**config.mk**
```make
export PLATFORM = sky130hd
export DESIGN_NAME = seq_gen
export DESIGN_NICKNAME = d
export VERILOG_FILES = /design/src/rtl/seq_gen_pkg.sv /design/src/rtl/seq_gen.sv
export SDC_FILE = /design/constraint.sdc
export NUM_CORES = 1
export LEC_CHECK = 0
export CAP_MARGIN = 20
export CORE_ASPECT_RATIO = 0.9
export CORE_MARGIN = 1.5
export CORE_UTILIZATION = 52
export DETAILED_ROUTE_END_ITERATION = 8
export PLACE_DENSITY = 0.8
export SYNTH_ARGS = -nofsm -noshare
export SYNTH_HDL_FRONTEND = slang
export SYNTH_SLANG_ARGS = --single-unit
```
**constraint.sdc**
```tcl
create_clock -name clk -period 3.2 [get_ports clk]
set_input_delay 0.32 -clock clk [delete_from_list [all_inputs] [get_ports clk]]
set_output_delay 0.32 -clock clk [all_outputs]
set_load 0.1 [all_outputs]
```
**src/rtl/seq_gen_pkg.sv**
```systemverilog
// Shared types and defaults for the 1-0-9-4 digit sequence generator.
// Holds the FSM state encoding, default pattern/filler and the digit selector.
package seq_gen_pkg;

    typedef enum logic [1:0] {
        IDLE = 2'b00,
        EMIT = 2'b01,
        GAP  = 2'b10,
        DONE = 2'b11
    } state_e;

    localparam logic [15:0] DEF_PAT  = 16'h1094;
    localparam logic [3:0]  DEF_FILL = 4'h7;

    // Digit 0 is the most significant nibble of the pattern.
    function automatic logic [3:0] pat_digit(input logic [15:0] pat, input logic [1:0] idx);
        logic [3:0] d;
        case (idx)
            2'd0:    d = pat[15:12];
            2'd1:    d = pat[11:8];
            2'd2:    d = pat[7:4];
            default: d = pat[3:0];
        endcase
        return d;
    endfunction

endpackage

```
**src/rtl/seq_gen.sv**
```systemverilog
// Streams a 4-digit pattern count times, separated by gap filler digits,
// over a valid/ready interface; pulses done for one cycle at the end.
module seq_gen
    import seq_gen_pkg::*;
#(
    parameter logic [15:0] PAT  = DEF_PAT,
    parameter logic [3:0]  FILL = DEF_FILL
) (
    input  logic       clk,
    input  logic       rst_n,
    input  logic       start,
    input  logic [3:0] count,
    input  logic [2:0] gap,
    output logic [3:0] dout,
    output logic       dout_valid,
    input  logic       dout_ready,
    output logic       busy,
    output logic       done
);

    state_e     state, state_nxt;
    logic [1:0] idx, idx_nxt;
    logic [3:0] rep_cnt, rep_cnt_nxt;
    logic [2:0] gap_cnt, gap_cnt_nxt;
    logic [2:0] gap_reg, gap_reg_nxt;

    logic [3:0] dout_nxt;
    logic       dout_valid_nxt;
    logic       busy_nxt;
    logic       done_nxt;
    logic       hs;

    assign hs = dout_valid && dout_ready;

    // NOTE: every signal gets a default at the top of the block so no path
    // leaves it unassigned; that is what keeps always_comb free of latches.
    always_comb begin
        state_nxt   = state;
        idx_nxt     = idx;
        rep_cnt_nxt = rep_cnt;
        gap_cnt_nxt = gap_cnt;
        gap_reg_nxt = gap_reg;

        case (state)
            IDLE: begin
                if (start) begin
                    if (count != 4'd0) begin
                        rep_cnt_nxt = count;
                        gap_reg_nxt = gap;
                        idx_nxt     = 2'd0;
                        state_nxt   = EMIT;
                    end else begin
                        state_nxt = DONE;
                    end
                end
            end
            EMIT: begin
                if (hs) begin
                    if (idx != 2'd3) begin
                        idx_nxt = idx + 2'd1;
                    end else begin
                        rep_cnt_nxt = rep_cnt - 4'd1;
                        if (rep_cnt == 4'd1) begin
                            state_nxt = DONE;
                        end else if (gap_reg == 3'd0) begin
                            idx_nxt   = 2'd0;
                            state_nxt = EMIT;
                        end else begin
                            gap_cnt_nxt = gap_reg;
                            state_nxt   = GAP;
                        end
                    end
                end
            end
            GAP: begin
                if (hs) begin
                    gap_cnt_nxt = gap_cnt - 3'd1;
                    if (gap_cnt == 3'd1) begin
                        idx_nxt   = 2'd0;
                        state_nxt = EMIT;
                    end
                end
            end
            default: state_nxt = IDLE;
        endcase
    end

    // Outputs are decoded from the next state so they can be registered and
    // still line up with the state they describe.
    always_comb begin
        dout_nxt       = 4'h0;
        dout_valid_nxt = 1'b0;
        case (state_nxt)
            EMIT: begin
                dout_nxt       = pat_digit(PAT, idx_nxt);
                dout_valid_nxt = 1'b1;
            end
            GAP: begin
                dout_nxt       = FILL;
                dout_valid_nxt = 1'b1;
            end
            default: ;
        endcase
        busy_nxt = (state_nxt != IDLE);
        done_nxt = (state_nxt == DONE);
    end

    // NOTE: sequential state uses non-blocking assignments so every register
    // samples pre-edge values, independent of statement order.
    // NOTE: all state here is plain flops, so every register is reset.
    always_ff @(posedge clk or negedge rst_n) begin
        if (!rst_n) begin
            state      <= IDLE;
            idx        <= 2'd0;
            rep_cnt    <= 4'd0;
            gap_cnt    <= 3'd0;
            gap_reg    <= 3'd0;
            dout       <= 4'h0;
            dout_valid <= 1'b0;
            busy       <= 1'b0;
            done       <= 1'b0;
        end else begin
            state      <= state_nxt;
            idx        <= idx_nxt;
            rep_cnt    <= rep_cnt_nxt;
            gap_cnt    <= gap_cnt_nxt;
            gap_reg    <= gap_reg_nxt;
            dout       <= dout_nxt;
            dout_valid <= dout_valid_nxt;
            busy       <= busy_nxt;
            done       <= done_nxt;
        end
    end

endmodule

```
; Yosys cells after proc, flatten, opt, wreduce, memory -nomap -nowiden
; Cells that the tools add are included.
[word_totals]
ff_bits = 21
inputBits = 11
output_inout_bits = 7
word_cells = 73
[classes]
n_addsub = 3
eq_ne = 17
muxes = 32
reduce_logical = 12
[ops]
columns = cell, n
row1 = 2-to-1 mux 2 bit, 16
row2 = 2-to-1 mux 4 bit, 4
row3 = != test 2 bit (second input constant), 8
row4 = one-hot mux 4 bit (2 select lines), 2
row5 = 2-to-1 mux 3 bit, 5
row6 = one-hot mux 2 bit (3 select lines), 2
row7 = one-hot mux 4 bit (3 select lines), 1
row8 = == test 2 bit (second input constant), 4
row9 = == test 2 x 1 -> 1 bit (second input constant), 3
row10 = one-hot mux 3 bit (2 select lines), 1
row11 = AND reduction 6 bit, 1
row12 = nonzero test 2 bit, 3
row13 = AND reduction 5 bit, 1
row14 = == test 4 x 1 -> 1 bit (second input constant), 1
row15 = zero test 2 bit, 2
row16 = nonzero test 4 bit, 1
row17 = subtractor 4 x 1 -> 4 bit (second input constant), 1
row18 = == test 3 x 1 -> 1 bit (second input constant), 1
row19 = zero test 3 bit, 1
row20 = AND reduction 3 bit, 1
row21 = subtractor 3 x 1 -> 3 bit (second input constant), 1
row22 = adder 2 x 1 -> 2 bit (second input constant), 1
row23 = OR reduction 2 bit, 1
row24 = logical AND 1 bit, 1
row25 = 2-to-1 mux 1 bit, 1

; Logic depth before layout (Yosys ltp)
; Gate-level depths: netlist of the first run.
[logic_depth]
depth_word = 9
mapped_depth = 10

; Worst setup path before layout of the first run
; Ideal clock, no wire load.
[synth_path]
path_kind = register to register
from = reg dout_valid
to = reg dout[2]
setup_time_ps = 122
t_arrival_ps = 2467
required_time_ps = 3078
slack_ps = 612
stages_incl_launch_ff = 9
n_path_buf = 1
period_less_slack_ps = 2588
path_cell_list = dfrtp_1 > and2_1 > clkbuf_1 > nand3_1 > nor3_1 > o31a_1 > ha_1 > and2_1 > a32o_1
[synth_via]
elab_chain_len = 6
word_cells_on_any_way = 14
classes_between = 4 x eq/ne / 8 x mux / 2 x reduce/logical
[synth_rtl]
columns = item, line
row1 = "start, declared", seq_gen.sv:15  ; output logic dout_valid,
row2 = "start signal, assigned", seq_gen.sv:129  ; dout_valid <= dout_valid_nxt;
row3 = logical AND 1 bit (*), seq_gen.sv:33  ; assign hs = dout_valid && dout_ready;
row4 = 2-to-1 mux 2 bit (on tied branches), "seq_gen.sv:76, seq_gen.sv:58"
row5 = one-hot mux 2 bit (3 select lines), seq_gen.sv:44  ; case (state)
row6 = == test 2 bit (tied with other cells), seq_gen_pkg.sv:18  ; case (idx)
row7 = one-hot mux 4 bit (3 select lines), seq_gen_pkg.sv:18
row8 = one-hot mux 4 bit (2 select lines) (*), seq_gen.sv:93  ; case (state_nxt)
row9 = named net dout_nxt[2], seq_gen.sv:27  ; logic [3:0] dout_nxt;
row10 = "end signal, assigned", seq_gen.sv:128  ; dout <= dout_nxt;
row11 = "end, declared", seq_gen.sv:14  ; output logic [3:0] dout,
; Mark *: on every way through the listed nets, which the timed path passes. The rest lies on a longest branch.
; A chain may end at the register's enable or synchronous reset.

; Final worst setup path of the first run
[layout_path]
from = in count[0]
to = reg dout[2]
[layout_via]
elab_chain_len = 7
word_cells_on_any_way = 14
classes_between = 4 x eq/ne / 8 x mux / 2 x reduce/logical
[layout_rtl]
columns = item, line
row1 = "start, declared", seq_gen.sv:12  ; input logic [3:0] count,
row2 = nonzero test 4 bit (*), seq_gen.sv:47  ; if (count != 4'd0) begin
row3 = 2-to-1 mux 2 bit, seq_gen.sv:47
row4 = 2-to-1 mux 2 bit, seq_gen.sv:46  ; if (start) begin
row5 = one-hot mux 2 bit (3 select lines), seq_gen.sv:44
row6 = == test 2 bit (tied with other cells), seq_gen_pkg.sv:18
row7 = one-hot mux 4 bit (3 select lines), seq_gen_pkg.sv:18
row8 = one-hot mux 4 bit (2 select lines) (*), seq_gen.sv:93
row9 = named net dout_nxt[2], seq_gen.sv:27
; Marks and branches as above.

==> results of run 1 <==
layer usage:
layer  GRT usage  up-vias
li1            -      465
met1       0.274      453
met2       0.319       29
met3      0.0556        5
met4      0.0812        0
met5           0        -
cell usage after synthesis, drive strengths merged (3+ instances only):
cell type   n  area share
inv         9       0.028
a21oi       6       0.025
clkbuf      3      0.0094
ha         10        0.10
mux2        3       0.028
nand2       5       0.016
o21ai       6       0.025
dfrtp      21        0.44
nor3        4       0.017
o21a        3       0.019
a31oi       3       0.021
nor2       11       0.037
power breakdown:
group / leakage, uW / internal [uW] / switching, uW / total (uW)
Clock: 0.0000139 / 47.8 / 83.9 / 132
Combinational: 0.000343 / 260 / 423 / 683
Sequential: 0.000254 / 369 / 94.2 / 463
path summary, 6_finish.rpt:
| path | from | end | slack (ps) | cells after the start |
|---|---|---|---|---|
| setup / recovery | count[0] | dout[2] | 820 | 9 |
| hold / removal | rst_n | gap_cnt[1] | 500 | 1 |
| setup reg to reg | rep_cnt[1] | dout[2] | 920 | 9 |
| hold reg to reg | rep_cnt[1] | rep_cnt[1] | 550 | 2 |
| max in group asynchronous | rst_n | rep_cnt[3] | 2140 | 1 |
| min in group clk | rep_cnt[1] | rep_cnt[1] | 550 | 2 |
cells by family (layout without fill, tap and decap cells):
logic type      Yosys count  after routing  synth area share
fa+ha+maj                10             10             0.105
mux                       3              3            0.0283
flops                    21             21             0.441
compound gates           31             31             0.187
simple gates             41             41             0.197
buf+inv                  13             31            0.0420
layout make-up:
type | instances | area, sq um | share of cell area
well taps | 27 | 33.8 | 0.0238
clock inverters | 1 | 7.51 | 0.00530
inverters | 9 | 33.8 | 0.0238
repair buffers | 18 | 178 | 0.125
flip-flops and latches | 21 | 526 | 0.371
clock buffers | 3 | 22.5 | 0.0159
multi-input cells | 85 | 617 | 0.435
cell usage in the layout, fill, tap and decap left out, drive strengths merged, types with 2 or more instances in the layout:
cell,count
dfrtp,21
clkdlybuf4s50,17
nor2,11
ha,10
inv,9
a21oi,6
o21ai,6
nand2,5
nor3,4
o21a,3
mux2,3
clkbuf,3
a31oi,3
nor3b,2
and2,2
nand3,2
nand2b,2
nor2b,2
o21bai,2
nor4,2
or3,2
metrics by stage:
stage,cell area (sq um),hold slack (ps),setup slack (ps),total power (uW)
6_report,1420,502,818,1280
5_1_grt,1420,593,674,1370
4_1_cts,1420,537,819,1280
3_5_place_dp,1390,509,477,1150
3_3_place_gp,1390,505,581,1120
2_1_floorplan,1190,24.4,612,979
==> run_results.csv, run 1 <==
group,metric,value,unit
routing,via_per_inst,5.80,
routing,wl_met1,1.07,mm
routing,drtAntennaViolNets,0,
timing,rsz0062_at_grt,"false",
global_routing,antenna_found_initial,0,
floorplanning,die_area,0.00259,sq mm
floorplanning,die_y,48.4,um
timing,maxSlewViolCount,0,
logic_synthesis,ys_async_sr_fraction,1.00,
clock_network,htree_levels,1,
routing,highest_layer,"met4",
clock_network,tritoncts,"yes",
routing,drtPass1Iterations,4,
placed_design,dp_hpwl,1.81,mm
logic_synthesis,synth_area,0.00119,sq mm
logic_synthesis,netlist_instances,119,
min_path,hold_path.class,"in2async",
timing,worst_slew_pin_slew,973,ps
placed_design,placedCellCount,160,
routing,drc,0,
worst_setup_path,critPathMaxStageDelay,560,ps
global_routing,grt_overflow,0,
status,status,"complete, no violations",
finish,diodes,0,
global_routing,grt_max_degree,22,
logic_synthesis,ys_warn_count,0,
logic_synthesis,ys_types,43,
clock_network,cts_max_path_buffers,2,
placed_design,portBuffers,17,
finish,final_cell_count_no_fill,164,
finish,nets,159,
finish,syn2layout_area_growth,18.9,%
floorplanning,coreArea,0.00216,sq mm
logic_synthesis,syn_nets,140,
floorplanning,rows,16,
worst_setup_path,crit_chain,"clkdlybuf4s50_1 -> nor4_1 -> nand2_1 -> nor2_1 -> a21oi_1 -> o22a_1 -> ha_1 -> and2_1 -> a32o_1",
timing,period_share,0.744,
timing,timing.slew.headroom,0.350,
finish,reg_top3,"dout: 4 flops, rep_cnt: 4 flops",
power,ir_worst_vdd,0.736,mV
finish,final_core_util,0.656,
logic_synthesis,synth_flop_cell,"dfrtp_1",
finish,fillCellCount,177,
clock_network,clock-sinks,21,
worst_setup_path,slowest_stage,"nor4_1",
worst_setup_path,worstPathRequired,3410,ps
floorplanning,fp.dieW,53.5,um
timing,finalClockSkew,3.45,ps
timing,period_minus_slack,2380,ps
logic_synthesis,synth_seq_area_share,0.441,
clock_network,cts_root_buf,"clkbuf_4",
routing,wl_per_cell,14.4,um
timing,finalSetupTns,0,ps
worst_setup_path,cpLargestDelayFamily,"simple AND/OR/NAND/NOR gates",
routing,drtIter0Drc,10,
timing,finalHoldViolations,0,
clock_network,numCtsBuffers,3,
timing,max_clock_freq,0.420,GHz
power,powerDensity,902,mW/mm^2
floorplanning,pin_count,18,
routing,dr_wl_met2,1.12,mm
flow_run,drv_cap,0,
clock_network,cts_resized,0,
routing,wl,2.36,mm
finish,drive_above_1_share,0.0730,
worst_setup_path,worst-setup-path-type,"in2reg",
floorplanning,initial_core_util,0.552,
clock_network,path_clk_slew,120,ps
worst_setup_path,crit_path_max_fanout,5,
worst_setup_path,crit_buf_inv,1,
logic_synthesis,syn_area_per_cell,10.0,sq um
placed_design,place_congestion,0.819,
clock_network,cts_hold_buffers,0,
clock_network,clock_latency,310,ps
routing,dr_total_vias,952,
worst_setup_path,critPathLaunchType,"input pin",
worst_setup_path,cp_data_arrival_time,2590,ps
timing,setup_viol,0,
routing,wl_met3,128,um
worst_setup_path,crit_path_end_kind,"register",
global_routing,grt_pass1_wl,3.93,mm
logic_synthesis,synth-seq-cells,21,
global_routing,grt_pass1_vias,899,
power,p_leak,0.000610,uW
clock_network,cts_setup_buffers,0,
global_routing,grt_usage,0.207,
logic_synthesis,synth_edf_count,0,
Power figures use the tool's default switching activity.
==> inputs of run 2 (changes only) <==
--- a/config.mk
+++ b/config.mk
@@ -8,9 +8,9 @@
 export CAP_MARGIN = 20
 export CORE_ASPECT_RATIO = 0.9
 export CORE_MARGIN = 1.5
-export CORE_UTILIZATION = 52
+export CORE_UTILIZATION = 47
 export DETAILED_ROUTE_END_ITERATION = 8
-export PLACE_DENSITY = 0.8
+export PLACE_DENSITY = 0.77
 export SYNTH_ARGS = -nofsm -noshare
 export SYNTH_HDL_FRONTEND = slang
 export SYNTH_SLANG_ARGS = --single-unit
==> constraint.sdc (replaced) <==
create_clock -name clk -period 2.1 [get_ports clk]
set_input_delay 0.21 -clock clk [delete_from_list [all_inputs] [get_ports clk]]
set_output_delay 0.21 -clock clk [all_outputs]
set_load 0.1 [all_outputs]
==> run 2 against run 1 <==
  * Sequential power rose by 56%
  * Non-clock buffer count rose by 19
  * Flip-flop and latch count did not move
  * Worst hold slack got worse by 190 ps
  * Clock skew fell by 2.1 ps
  * Critical path type is now reg2reg
==> run_results.csv, run 2 (same netlist as run 1, synthesis figures left out) <==
group,metric,value,unit
status,status,"complete, no violations",
timing,period_share,0.952,
global_routing,grt_usage,0.194,
global_routing,grt_overflow,0,
worst_setup_path,critPathLaunchType,"register",
timing,setup_viol,0,
clock_network,clock_latency,300,ps
finish,layout_common_cells,"buf_4, dfrtp_1, nor2_1, clkdlybuf4s50_1, ha_1",
clock_network,tritoncts,"yes",
global_routing,grt_pass1_vias,941,
placed_design,preCtsSetupSlack,-225,ps
finish,syn2layout_area_growth,33.2,%
min_path,hold_path.class,"in2async",
global_routing,grt_pass1_wl,4.22,mm
timing,fin_ws,100,ps
timing,finalHoldViolations,0,
routing,drtPass1Iterations,4,
floorplanning,pin_count,18,
power,p_leak,0.000720,uW
routing,wl_per_cell,14.1,um
routing,drc,0,
worst_setup_path,timing.rr.end,"dout[2]",
finish,drive_above_1_share,0.276,
worst_setup_path,cp_data_arrival_time,2210,ps
worst_setup_path,worst-setup-path-type,"reg2reg",
worst_setup_path,crit_path_end_kind,"register",
worst_setup_path,crit_path_max_fanout,4,
routing,via_per_inst,5.53,
worst_setup_path,r2r_slack,100,ps
finish,nets,178,
floorplanning,die_area,0.00285,sq mm
finish,mostFrequentLayoutCell,"buf_4",
timing,timing.slew.headroom,0.532,
placed_design,portBuffers,17,
clock_network,cts_root_buf,"clkbuf_4",
global_routing,antenna_found_initial,0,
worst_setup_path,rr_worst_depth,8,
routing,dr_total_vias,1017,
routing,drtAntennaViolNets,0,
timing,max_clock_freq,0.500,GHz
global_routing,grt_max_degree,16,
clock_network,htree_levels,1,
clock_network,path_clk_slew,110,ps
placed_design,dp_hpwl,2.00,mm
clock_network,numCtsBuffers,3,
floorplanning,fp.dieW,56.1,um
routing,drtIter0Drc,28,
floorplanning,coreArea,0.00242,sq mm
clock_network,cts_hold_buffers,0,
floorplanning,initial_core_util,0.492,
routing,wl,2.60,mm
timing,finalClockSkew,1.37,ps
timing,worst_slew_pin_slew,699,ps
worst_setup_path,critical_path.startpoint,"gap_cnt[1]",
worst_setup_path,worstPathRequired,2310,ps
floorplanning,rows,17,
finish,diodes,0,
clock_network,cts_max_path_buffers,2,
power,powerDensity,1370,mW/mm^2
worst_setup_path,crit_end,"dout[2]",
finish,reg_top3,"dout: 4 flops, rep_cnt: 4 flops",
flow_run,drv_cap,0,
timing,period_minus_slack,2000,ps
floorplanning,die_y,50.8,um
timing,rsz0062_at_grt,"true",
placed_design,place_congestion,0.817,
clock_network,clock-sinks,21,
timing,finalSetupTns,0,ps
worst_setup_path,reg2reg_from,"gap_cnt[1]",
timing,maxSlewViolCount,0,
power,ir_worst_vdd,1.35,mV
-- run 2: per-stage QoR --
stage          std cells  instance area (sq um)  hold WS [ps]  total power, uW   util
2_1_floorplan        119                   1210         -85.6             1510      -
3_3_place_gp         177                   1510           525             1840  0.622
3_5_place_dp         177                   1510           538             1880  0.622
4_1_cts              181                   1540           329             2090  0.635
5_1_grt              184                   1590           375             2330  0.655
6_report             184                   1590           310             2180  0.655
-- run 2: layout make-up --
cell class / instances / area [sq um]
Timing Repair Buffer: 37 / 303
Tap cell: 28 / 35.0
Inverter: 9 / 33.8
Sequential cell: 21 / 529
Fill cell: 204 / 837
Clock buffer: 4 / 26.3
Multi-Input combinational cell: 85 / 661
-- run 2: where the power goes --
group          switching (uW)  total, uW  internal (uW)
Combinational             704       1260            555
Sequential                155        721            566
Clock                     124        198           74.2
Total                     984       2180           1200
-- run 2: how the worst min path moves through the flow --
stage          depth (start not counted)       start  slack [ps]          to
3_3_place_gp                           2  gap_cnt[1]         530  gap_cnt[1]
2_1_floorplan                          0       rst_n         -90        busy
5_1_grt                                1       rst_n         370  rep_cnt[0]
6_report                               1       rst_n         310  gap_cnt[1]
4_1_cts                                1       rst_n         330  gap_cnt[1]
3_5_place_dp                           2  gap_cnt[1]         540  gap_cnt[1]
-- run 2: critical path, cell delays in order (launching register included) --
cell	delay, ps
dfrtp_1	380
inv_1	90
ha_1	160
nand4b_1	160
or2_2	310
o31a_1	180
ha_4	270
and2_4	130
a32o_1	230
-- run 2: repair_timing --
action	in CTS	in global routing
gates cloned	0	0
setup buffers	0	3
endpoints found under the setup margin	1	1
pin swaps	0	5
gates resized for setup	1	7
-- run 2: metal layers --
layer | share of wire | GRT usage | vias to the layer above
met4 | 0.0077 | 0.0635 | 0
met3 | 0.054 | 0.0412 | 2
li1 | - | - | 502
met2 | 0.49 | 0.331 | 32
met5 | 0 | 0 | -
met1 | 0.45 | 0.245 | 481
==> inputs of run 3 (changes only) <==
--- a/config.mk
+++ b/config.mk
@@ -5,6 +5,7 @@
 export SDC_FILE = /design/constraint.sdc
 export NUM_CORES = 1
 export LEC_CHECK = 0
+export ABC_CLOCK_PERIOD_IN_PS = 2100
 export CAP_MARGIN = 20
 export CORE_ASPECT_RATIO = 0.9
 export CORE_MARGIN = 1.5
==> results of run 3 <==
No change in the layout: final DEF, timing and power equal those of run 2.
